## src/rtl/dds_pkg.sv

```systemverilog
// Shared types for the DDS parameter receiver: widths, FSM state encodings and
// the parameter-set record held in the shadow and active registers.
package dds_pkg;

  localparam int FW = 48;
  localparam int RW = 32;

  typedef enum logic [1:0] {
    H_WAIT,
    H_CAP,
    H_ACK
  } h_state_t;

  typedef enum logic {
    S_IDLE,
    S_RUN
  } s_state_t;

  typedef struct packed {
    logic [FW-1:0] freq;
    logic [FW-1:0] delta_freq;
    logic [RW-1:0] delta_rate;
  } dds_param_t;

endpackage

```

## src/rtl/dds_param_rx_sync_bit.sv

```systemverilog
// Single-bit multi-flop synchroniser (STAGES >= 2) with synchronous active-low
// reset, used to bring asynchronous levels into the CLK domain.
module sync_bit #(
  parameter int STAGES = 2
) (
  input  logic CLK,
  input  logic RESET_N,
  input  logic din,
  output logic dout
);

  logic [STAGES-1:0] chain;

  // NOTE: non-blocking assignment so each stage takes the previous stage's old value.
  always_ff @(posedge CLK) begin
    if (!RESET_N) chain <= '0;
    else          chain <= {chain[STAGES-2:0], din};
  end

  assign dout = chain[STAGES-1];

endmodule

```

## src/rtl/dds_param_rx.sv

```systemverilog
// DDS-domain receiver for the 4-phase REQ/ACK parameter transfer plus the
// linear chirp sweep. Optional phase accumulator enabled by `define DDS_PHASE_ACC_EN.
module dds_param_rx #(
  parameter int SYNC_STAGES = 2,
  parameter int FW          = dds_pkg::FW,
  parameter int RW          = dds_pkg::RW
) (
  input  logic          CLK,
  input  logic          RESET_N,
  input  logic          REQ,
  output logic          ACK,
  input  logic [FW-1:0] DDS_freq,
  input  logic [FW-1:0] DDS_delta_freq,
  input  logic [RW-1:0] DDS_delta_rate,
  input  logic          DDS_start,
  output logic [FW-1:0] FREQ_OUT,
  output logic          RUN,
  output logic          PARAM_VALID,
  output logic [FW-1:0] PHASE_OUT
);

  import dds_pkg::*;

  logic       req_s;
  logic       start_s;
  logic       start_d;
  logic       start_rise;
  logic       step;
  logic       ack_q;
  logic       valid_q;
  h_state_t   h_state;
  h_state_t   h_next;
  s_state_t   s_state;
  s_state_t   s_next;
  dds_param_t shadow;
  dds_param_t active;
  logic [RW-1:0] rate_cnt;

  sync_bit #(.STAGES(SYNC_STAGES)) u_req_sync (
    .CLK     (CLK),
    .RESET_N (RESET_N),
    .din     (REQ),
    .dout    (req_s)
  );

  sync_bit #(.STAGES(SYNC_STAGES)) u_start_sync (
    .CLK     (CLK),
    .RESET_N (RESET_N),
    .din     (DDS_start),
    .dout    (start_s)
  );

  // Handshake: H_CAP is entered once per synchronised REQ high period and
  // always proceeds to H_ACK, so a short REQ still yields one capture and ACK pulse.
  // NOTE: next state defaults to the current state first, so no path infers a latch.
  always_comb begin
    h_next = h_state;
    case (h_state)
      H_WAIT:  if (req_s) h_next = H_CAP;
      H_CAP:   h_next = H_ACK;
      H_ACK:   if (!req_s) h_next = H_WAIT;
      default: h_next = H_WAIT;
    endcase
  end

  always_ff @(posedge CLK) begin
    if (!RESET_N) begin
      h_state <= H_WAIT;
      ack_q   <= 1'b0;
      valid_q <= 1'b0;
      shadow  <= '0;
    end else begin
      h_state <= h_next;
      ack_q   <= (h_next == H_ACK);
      if (h_state == H_CAP) begin
        shadow  <= '{freq: DDS_freq, delta_freq: DDS_delta_freq, delta_rate: DDS_delta_rate};
        valid_q <= 1'b1;
      end
    end
  end

  // Sweep: a run starts only on a rising start_s edge and loads the shadow set
  // as it was before this edge, so a simultaneous capture is not bypassed.
  always_comb begin
    start_rise = start_s & ~start_d;
    s_next     = s_state;
    step       = 1'b0;
    case (s_state)
      S_IDLE: if (start_rise) s_next = S_RUN;
      S_RUN: begin
        if (!start_s) s_next = S_IDLE;
        else          step   = (rate_cnt == active.delta_rate);
      end
      default: s_next = S_IDLE;
    endcase
  end

  always_ff @(posedge CLK) begin
    if (!RESET_N) begin
      s_state  <= S_IDLE;
      start_d  <= 1'b0;
      active   <= '0;
      rate_cnt <= '0;
    end else begin
      s_state <= s_next;
      start_d <= start_s;
      if (s_state == S_IDLE && s_next == S_RUN) begin
        active   <= shadow;
        rate_cnt <= '0;
      end else if (s_state == S_RUN && s_next == S_RUN) begin
        if (step) begin
          active.freq <= active.freq + active.delta_freq;
          rate_cnt    <= '0;
        end else begin
          rate_cnt <= rate_cnt + RW'(1);
        end
      end
    end
  end

  assign ACK         = ack_q;
  assign PARAM_VALID = valid_q;
  assign RUN         = (s_state == S_RUN);
  assign FREQ_OUT    = active.freq;

`ifdef DDS_PHASE_ACC_EN
  logic [FW-1:0] phase_q;

  always_ff @(posedge CLK) begin
    if (!RESET_N)                                  phase_q <= '0;
    else if (s_state == S_IDLE && s_next == S_RUN) phase_q <= '0;
    else if (s_state == S_RUN)                     phase_q <= phase_q + active.freq;
  end

  assign PHASE_OUT = phase_q;
`else
  assign PHASE_OUT = '0;
`endif

endmodule

```

## config.mk

```make
export PLATFORM = sky130hd
export DESIGN_NAME = dds_param_rx
export DESIGN_NICKNAME = d
export VERILOG_FILES = /design/src/rtl/dds_pkg.sv /design/src/rtl/dds_param_rx_sync_bit.sv /design/src/rtl/dds_param_rx.sv
export SDC_FILE = /design/constraint.sdc
export NUM_CORES = 1
export LEC_CHECK = 0
export CORE_ASPECT_RATIO = 1.1
export CORE_MARGIN = 4
export CORE_UTILIZATION = 54
export DETAILED_ROUTE_END_ITERATION = 16
export GPL_TIMING_DRIVEN = 0
export PLACE_DENSITY = 0.84
export SYNTH_ARGS = -nofsm -noshare
export SYNTH_HDL_FRONTEND = slang
export SYNTH_SLANG_ARGS = --single-unit
```

## constraint.sdc

```tcl
create_clock -name CLK -period 3.7 [get_ports CLK]
set_input_delay 0.74 -clock CLK [delete_from_list [all_inputs] [get_ports CLK]]
set_output_delay 0.74 -clock CLK [all_outputs]
set_load 0.005 [all_outputs]
```

==> impl_metrics.prom, run 1 <==
# TYPE chip_impl_metric gauge
chip_impl_info{name="run_status",value="finished clean"} 1
chip_impl_info{name="rsz0062_at_grt",value="false"} 1
chip_impl_metric{name="cts.sinks",unit=""} 298
chip_impl_metric{name="power.density_cell_area",unit="mW/mm2"} 373
chip_impl_metric{name="final_layout_size_suffix_gt1_share",unit="%"} 8.56
chip_impl_metric{name="hold_path_depth",unit=""} 1
chip_impl_metric{name="cts_resizes",unit=""} 0
chip_impl_metric{name="starting_density",unit="%"} 54.7
chip_impl_metric{name="cts_hold_repair.buffers",unit=""} 0
chip_impl_metric{name="max-cap-violations",unit=""} 0
chip_impl_metric{name="synth_area",unit="mm2"} 0.0147
chip_impl_metric{name="post_synthesis_area_per_instance",unit="um2"} 7.85
chip_impl_metric{name="rr_worst_depth",unit=""} 12
chip_impl_info{name="r2r-end",value="FREQ_OUT[44]"} 1
chip_impl_metric{name="postLayoutCoreUtil",unit="%"} 67.5
chip_impl_metric{name="max-slew-margin-rel",unit="%"} 12.5
chip_impl_info{name="crit_type",value="register to register"} 1
chip_impl_info{name="worst_setup_path_end_kind",value="register"} 1
chip_impl_metric{name="synth_edf_count",unit=""} 0
chip_impl_info{name="cts_tree",value="built"} 1
chip_impl_metric{name="route.final.wire_length",unit="um"} 44100
chip_impl_info{name="critical_path.reg2reg.startpoint",value="active[32]"} 1
chip_impl_info{name="cts_root_buffer",value="clkbuf_16"} 1
chip_impl_info{name="postSynth.topFlopCell",value="dfxtp_1"} 1
chip_impl_metric{name="ys_ff_latch",unit=""} 298
chip_impl_metric{name="post-route-period-util",unit="%"} 90.0
chip_impl_metric{name="critPathMaxFanout",unit=""} 6
chip_impl_metric{name="distinct_cell_type_count_after_synthesis",unit=""} 84
chip_impl_metric{name="setup_viol",unit=""} 0
chip_impl_metric{name="grt_start_max_net_pins",unit=""} 15
chip_impl_metric{name="numPlacedInstances",unit=""} 2464
chip_impl_info{name="worstSetupStartpointType",value="register"} 1
chip_impl_metric{name="antenna_found_initial",unit=""} 0
chip_impl_metric{name="num_io_pins",unit=""} 231
chip_impl_metric{name="grt_pass1_wl",unit="um"} 67900
chip_impl_info{name="worstHoldEndpoint",value="u_req_sync.chain[1]"} 1
chip_impl_metric{name="finalClockSkew",unit="ns"} 0.0169
chip_impl_metric{name="final-instance-count-excl-fill",unit=""} 2519
chip_impl_metric{name="clk_pin_slew",unit="ns"} 0.07
chip_impl_metric{name="chipHeight",unit="um"} 181
chip_impl_metric{name="clock_path_buffers",unit=""} 3
chip_impl_metric{name="synth_cells",unit=""} 1878
chip_impl_metric{name="hold_violations",unit=""} 0
chip_impl_metric{name="initial_drc_count",unit=""} 1084
chip_impl_metric{name="drc_errors",unit=""} 0
chip_impl_metric{name="placementRows",unit=""} 63
chip_impl_metric{name="power.static_leakage",unit="nW"} 6.96
chip_impl_metric{name="sequential_share_of_the_synthesized_area",unit="%"} 40.5
chip_impl_metric{name="tightest_slew",unit="ns"} 1.31
chip_impl_metric{name="wl_per_cell",unit="um"} 17.5
chip_impl_metric{name="ant_nets",unit=""} 0
chip_impl_metric{name="grt_use_total",unit="%"} 28.1
chip_impl_metric{name="crit_arrival",unit="ns"} 3.75
chip_impl_metric{name="cp.required",unit="ns"} 4.12
chip_impl_info{name="final_common_cell",value="nand2_1"} 1
chip_impl_metric{name="antennaDiodeCount",unit=""} 0
chip_impl_metric{name="cts_buffers",unit=""} 30
chip_impl_metric{name="buffer_ports.inserted",unit=""} 182
chip_impl_metric{name="worst-r2r-setup-slack",unit="ns"} 0.37
chip_impl_metric{name="fp.dieW",unit="um"} 166
chip_impl_metric{name="yosysWarnings",unit=""} 0
chip_impl_metric{name="detailedPlacementHpwl",unit="um"} 33400
chip_impl_metric{name="fmaxAchievable",unit="GHz"} 0.300
chip_impl_metric{name="floorplan_die_area",unit="mm2"} 0.0300
chip_impl_metric{name="viasPerCell",unit=""} 5.46
chip_impl_metric{name="overflow",unit=""} 0
chip_impl_metric{name="worst_ir_drop_vdd",unit="mV"} 0.380
chip_impl_metric{name="finalCriticalPeriod",unit="ns"} 3.33
chip_impl_info{name="hold_path_startpoint",value="u_req_sync.chain[0]"} 1
chip_impl_metric{name="fill_cells",unit=""} 2271
chip_impl_metric{name="async_sr_flop_fraction",unit="%"} 0
chip_impl_metric{name="finalPower",unit="mW"} 6.78
chip_impl_metric{name="gp_congestion",unit=""} 0.968
chip_impl_metric{name="placeable_area",unit="mm2"} 0.0270
chip_impl_metric{name="clock_latency",unit="ns"} 0.56
chip_impl_info{name="hold_path.class",value="register to register"} 1
chip_impl_metric{name="setup_total_negative_slack",unit="ns"} 0
chip_impl_metric{name="drtPass1Iterations",unit=""} 7
chip_impl_metric{name="via_count",unit=""} 13751
chip_impl_metric{name="cts-htree-levels",unit=""} 1
chip_impl_metric{name="finalNetCount",unit=""} 2320
chip_impl_metric{name="area.growth.synth_to_final",unit="%"} 23.4
chip_impl_info{name="mostFrequentLayoutCells",value="506 x nand2_1, 303 x a21oi_1, 298 x dfxtp_1"} 1
chip_impl_metric{name="final-max-slew-violation-count",unit=""} 0
chip_impl_metric{name="postCtsSetupRepairBufs",unit=""} 0
chip_impl_metric{name="grt_pass1_vias",unit=""} 13333
metal layers:
layer,share of wire (%),vias to the layer above,track usage [%]
met3,6.4,88,3.51
met5,0,-,0
met2,49,460,49.7
met4,3.3,0,9.34
met1,41,6427,35.3
li1,-,6776,-
registers in the layout, summed over array words and instances (netlist names):
| register | cells |
|---|---|
| ACK | 1 |
| FREQ_OUT | 48 |
| PARAM_VALID | 1 |
| RUN | 1 |
| active | 80 |
| h_state | 2 |
| rate_cnt | 32 |
| shadow | 128 |
| start_d | 1 |
| u_req_sync.chain | 2 |
| u_start_sync.chain | 2 |
cells by family (layout without fill, tap and decap cells):
family | after synthesis | after routing | share of synthesized area, %
compound gates | 489 | 489 | 19.9
xor+xnor | 91 | 91 | 5.41
fa+ha+maj | 49 | 49 | 4.21
buf+inv | 233 | 470 | 8.89
flops | 298 | 298 | 40.5
mux | 3 | 3 | 0.212
other cells | 1 | 48 | 0.0254
simple gates | 714 | 714 | 20.8
Yosys cell counts (3+ instances only):
cell type,instances,area (um2)
a21oi_1,303,1520
nor4_1,15,93.8
nand4_1,18,113
o2bb2ai_1,3,26.3
o21a_1,6,45.0
and2_1,9,56.3
o31ai_1,5,37.5
nand2_1,506,1900
or3_1,4,25.0
o22ai_1,5,31.3
xnor2_1,24,210
buf_1,5,18.8
nand3b_1,7,52.6
a31oi_1,3,18.8
a21boi_0,5,37.5
o21ai_1,16,80.1
a41oi_1,4,35.0
nor2b_1,5,31.3
nand4b_1,3,26.3
o211ai_1,6,45.0
a22oi_1,45,338
nand3_1,28,140
buf_6,6,67.6
o21bai_1,11,82.6
nor2_1,68,255
buf_2,5,25.0
nor3_1,13,65.1
ha_1,48,601
a211oi_1,4,30.0
clkbuf_1,92,345
buf_4,97,728
dfxtp_1,298,5970
o21ai_0,25,125
inv_1,24,90.1
xor2_1,67,587
and3_1,13,81.3
a21o_1,19,143
and4_1,3,26.3
nand2b_1,3,18.8
worst max-delay path by stage:
stage	startpoint	to	cells past startpoint
floorplan	FREQ_OUT[0]	FREQ_OUT[46]	12
global placement	active[32]	FREQ_OUT[44]	12
detailed placement	active[32]	FREQ_OUT[44]	12
CTS	active[32]	FREQ_OUT[44]	12
global route	active[32]	FREQ_OUT[44]	12
finish	active[32]	FREQ_OUT[44]	12
report_power, final:
group          total, mW  leakage, nW  switching, mW  internal, mW
Clock               3.07        0.492           1.27          1.80
Combinational      0.445         4.06          0.233         0.213
Sequential          3.27         2.41         0.0243          3.25
per-stage QoR:
stage / instance area, um2 / hold slack, ns / worst slack, ns
5_1_grt: 18200 / 0.463 / 0.183
6_report: 18200 / 0.436 / 0.368
3_5_place_dp: 17200 / 0.422 / 0.384
4_1_cts: 18200 / 0.440 / 0.376
3_3_place_gp: 17200 / 0.414 / 0.422
2_1_floorplan: 14900 / 0.412 / 1.04
worst max-delay path: stages, from the launching register on:
cell and delay, ns:
dfxtp_1 0.35, ha_1 0.18, inv_1 0.06, fa_1 0.40
nor2b_1 0.23, o21bai_2 0.09, a31o_1 0.26, a21oi_4 0.27
a41oi_2 0.25, o311ai_1 0.57, o31ai_1 0.18, xor2_1 0.23
o22ai_1 0.11
layout make-up:
cell class,count,area (um2),area share (%)
multi-input cells,1394,7640,42.0
flip-flops and latches,298,5970,32.8
repair buffers,182,1820,10.0
plain buffers,207,1210,6.67
clock buffers,48,940,5.17
well taps,357,447,2.46
inverters,26,97.6,0.537
clock inverters,7,65.1,0.358
(Power assumes the default switching activity.)
==> inputs of run 2 (changes only) <==
--- a/config.mk
+++ b/config.mk
@@ -5,6 +5,7 @@
 export SDC_FILE = /design/constraint.sdc
 export NUM_CORES = 1
 export LEC_CHECK = 0
+export CAP_MARGIN = 20
 export CORE_ASPECT_RATIO = 1.1
 export CORE_MARGIN = 4
 export CORE_UTILIZATION = 54
==> impl_metrics.prom, run 2 (synthesis results as in run 1) <==
# TYPE chip_impl_metric gauge
chip_impl_metric{name="finalHoldWorstSlack",unit="ns"} 0.435
chip_impl_metric{name="cts.sinks",unit=""} 298
chip_impl_metric{name="route.final.wire_length",unit="um"} 44200
chip_impl_metric{name="cts_buffers",unit=""} 31
chip_impl_metric{name="final_layout_size_suffix_gt1_share",unit="%"} 8.64
chip_impl_info{name="final_common_cell",value="nand2_1"} 1
chip_impl_metric{name="buffer_ports.inserted",unit=""} 182
chip_impl_metric{name="grt_start_max_net_pins",unit=""} 15
chip_impl_metric{name="starting_density",unit="%"} 54.7
chip_impl_info{name="cells_along_the_critical_path",value="ha_1 -> inv_1 -> fa_1 -> nor2b_1 -> o21bai_2 -> a31o_1 -> a21oi_4 -> a41oi_2 -> o311ai_1 -> o31ai_1 -> xor2_1 -> o22ai_1"} 1
chip_impl_info{name="max_flop_register",value="shadow"} 1
chip_impl_metric{name="largest_reg_flops",unit=""} 128
chip_impl_metric{name="antenna_found_initial",unit=""} 0
chip_impl_metric{name="postCtsSetupRepairBufs",unit=""} 0
chip_impl_metric{name="finalClockSkew",unit="ns"} 0.00848
chip_impl_metric{name="p_comb_share",unit="%"} 6.6
chip_impl_metric{name="clock_path_buffers",unit=""} 3
chip_impl_metric{name="initial_drc_count",unit=""} 1031
chip_impl_metric{name="finalPower",unit="mW"} 6.75
chip_impl_metric{name="switching_share",unit="%"} 23.1
chip_impl_metric{name="via_count",unit=""} 13827
chip_impl_metric{name="power.static_leakage",unit="nW"} 6.96
chip_impl_metric{name="cts-htree-levels",unit=""} 1
chip_impl_metric{name="seqPwrFrac",unit="%"} 48.5
chip_impl_metric{name="grt_pass1_vias",unit=""} 13325
chip_impl_metric{name="wl_per_cell",unit="um"} 17.5
chip_impl_metric{name="cp.required",unit="ns"} 4.12
chip_impl_metric{name="detailedPlacementHpwl",unit="um"} 33500
chip_impl_metric{name="placeable_area",unit="mm2"} 0.0270
chip_impl_metric{name="floorplan_die_area",unit="mm2"} 0.0300
chip_impl_metric{name="chipHeight",unit="um"} 181
chip_impl_metric{name="cpPeakStageDelay",unit="ns"} 0.59
chip_impl_info{name="hold_path.class",value="register to register"} 1
chip_impl_metric{name="clock_latency",unit="ns"} 0.56
chip_impl_info{name="mostFrequentLayoutCells",value="506 x nand2_1, 303 x a21oi_1, 298 x dfxtp_1"} 1
chip_impl_metric{name="gr-usage-met2",unit="%"} 49.4
chip_impl_metric{name="gp_congestion",unit=""} 0.968
chip_impl_metric{name="internal_power",unit="mW"} 5.19
chip_impl_metric{name="grt_util_met3",unit="%"} 4.54
chip_impl_info{name="crit_type",value="register to register"} 1
chip_impl_info{name="grt.busiest_layer",value="met2"} 1
chip_impl_metric{name="detailed_place.area",unit="mm2"} 0.0172
chip_impl_info{name="worstSetupStartpointType",value="register"} 1
chip_impl_metric{name="area.growth.synth_to_final",unit="%"} 23.5
chip_impl_metric{name="overflow",unit=""} 0
chip_impl_metric{name="power.density_cell_area",unit="mW/mm2"} 371
chip_impl_metric{name="rr_worst_depth",unit=""} 12
chip_impl_metric{name="tightest_slew",unit="ns"} 1.12
chip_impl_metric{name="worst_ir_drop_vdd",unit="mV"} 0.359
chip_impl_info{name="run_status",value="finished clean"} 1
chip_impl_metric{name="final-max-slew-violation-count",unit=""} 0
chip_impl_metric{name="numPlacedInstances",unit=""} 2465
chip_impl_metric{name="power_frac_clock",unit="%"} 44.9
chip_impl_metric{name="placementRows",unit=""} 63
chip_impl_metric{name="clk_pin_slew",unit="ns"} 0.06
chip_impl_info{name="cts_root_buffer",value="clkbuf_16"} 1
chip_impl_info{name="worst_setup_path_end_kind",value="register"} 1
chip_impl_info{name="rsz0062_at_grt",value="false"} 1
chip_impl_metric{name="num_io_pins",unit=""} 231
chip_impl_metric{name="max-slew-margin-rel",unit="%"} 24.9
chip_impl_metric{name="hold_violations",unit=""} 0
chip_impl_metric{name="cts_hold_repair.buffers",unit=""} 0
chip_impl_info{name="cts_tree",value="built"} 1
chip_impl_info{name="worst_path_max_delay_cell",value="o311ai_1"} 1
chip_impl_metric{name="finalNetCount",unit=""} 2322
chip_impl_metric{name="crit_arrival",unit="ns"} 3.78
chip_impl_metric{name="max-cap-violations",unit=""} 0
chip_impl_metric{name="fmaxAchievable",unit="GHz"} 0.297
chip_impl_metric{name="critPathMaxFanout",unit=""} 6
chip_impl_metric{name="grt_pass1_wl",unit="um"} 68400
chip_impl_metric{name="worst-r2r-setup-slack",unit="ns"} 0.34
chip_impl_metric{name="setup_viol",unit=""} 0
chip_impl_metric{name="ant_nets",unit=""} 0
chip_impl_metric{name="cts_resizes",unit=""} 0
chip_impl_metric{name="final-instance-count-excl-fill",unit=""} 2523
chip_impl_metric{name="grt_use_total",unit="%"} 28.4
chip_impl_metric{name="layout.cell_area.non_filler",unit="mm2"} 0.0182
chip_impl_metric{name="post-route-period-util",unit="%"} 90.9
chip_impl_metric{name="drc_errors",unit=""} 0
chip_impl_metric{name="grt_use_met1",unit="%"} 35.7
chip_impl_metric{name="finalCriticalPeriod",unit="ns"} 3.36
chip_impl_metric{name="viasPerCell",unit=""} 5.48
chip_impl_metric{name="drtPass1Iterations",unit=""} 7
chip_impl_metric{name="fp.dieW",unit="um"} 166
chip_impl_metric{name="hold_path_depth",unit=""} 1
chip_impl_metric{name="setup_total_negative_slack",unit="ns"} 0
chip_impl_metric{name="p_sw",unit="mW"} 1.56
[run 2: cell types whose count changed in the layout (fill, tap and decap cells not counted), sizes merged]
| cell | change |
|---|---|
| diode | +1 |
| clkbuf | -3 |
| buf | +1 |
| clkinv | +4 |
| clkinvlp | +1 |
[run 2: final cells by class]
cell class,instances,area [um2]
fillers,2240,8760
multi-input cells,1394,7640
flip-flops and latches,298,5970
repair buffers,183,1850
plain buffers,207,1210
clock buffers,45,888
well taps,357,447
inverters,26,97.6
clock inverters,12,96.3
diodes,1,2.50
[run 2: worst max-delay path: cells and delay by family, from the launching register on]
| kind | cells | cell delay [ns] |
|---|---|---|
| fa+ha+maj | 2 | 0.58 |
| compound gates | 7 | 1.76 |
| simple gates | 1 | 0.21 |
| xor+xnor | 1 | 0.24 |
| flops | 1 | 0.35 |
| buf+inv | 1 | 0.06 |
[run 2: worst paths after layout]
check / start / endpoint
worst min register to register: u_req_sync.chain[0] / u_req_sync.chain[1]
worst min-delay path: u_req_sync.chain[0] / u_req_sync.chain[1]
worst max-delay path: active[32] / FREQ_OUT[44]
worst max register to register: active[32] / FREQ_OUT[44]
[run 2: power groups by stage]
stage | logic, mW | clock network (mW) | registers, mW
final | 0.446 | 3.03 | 3.27
after CTS | 0.441 | 3.05 | 3.27
after detailed placement | 0.437 | 0 | 3.34
after global placement | 0.430 | 0 | 3.34
after global routing | 0.482 | 3.18 | 3.27
after floorplan | 0.205 | 0 | 3.33
[run 2: per-stage QoR]
step | worst slack [ns] | utilization, %
2_1_floorplan | 1.04 | -
3_3_place_gp | 0.422 | 63.7
3_5_place_dp | 0.360 | 63.8
4_1_cts | 0.349 | 67.5
5_1_grt | 0.159 | 67.5
6_report | 0.337 | 67.5
[run 2: layer usage]
metal  up-vias  share of wire [%]
met5         -                  0
met4         0                3.2
met3        91                7.2
met2       469                 49
met1      6477                 41
li1       6790                  -
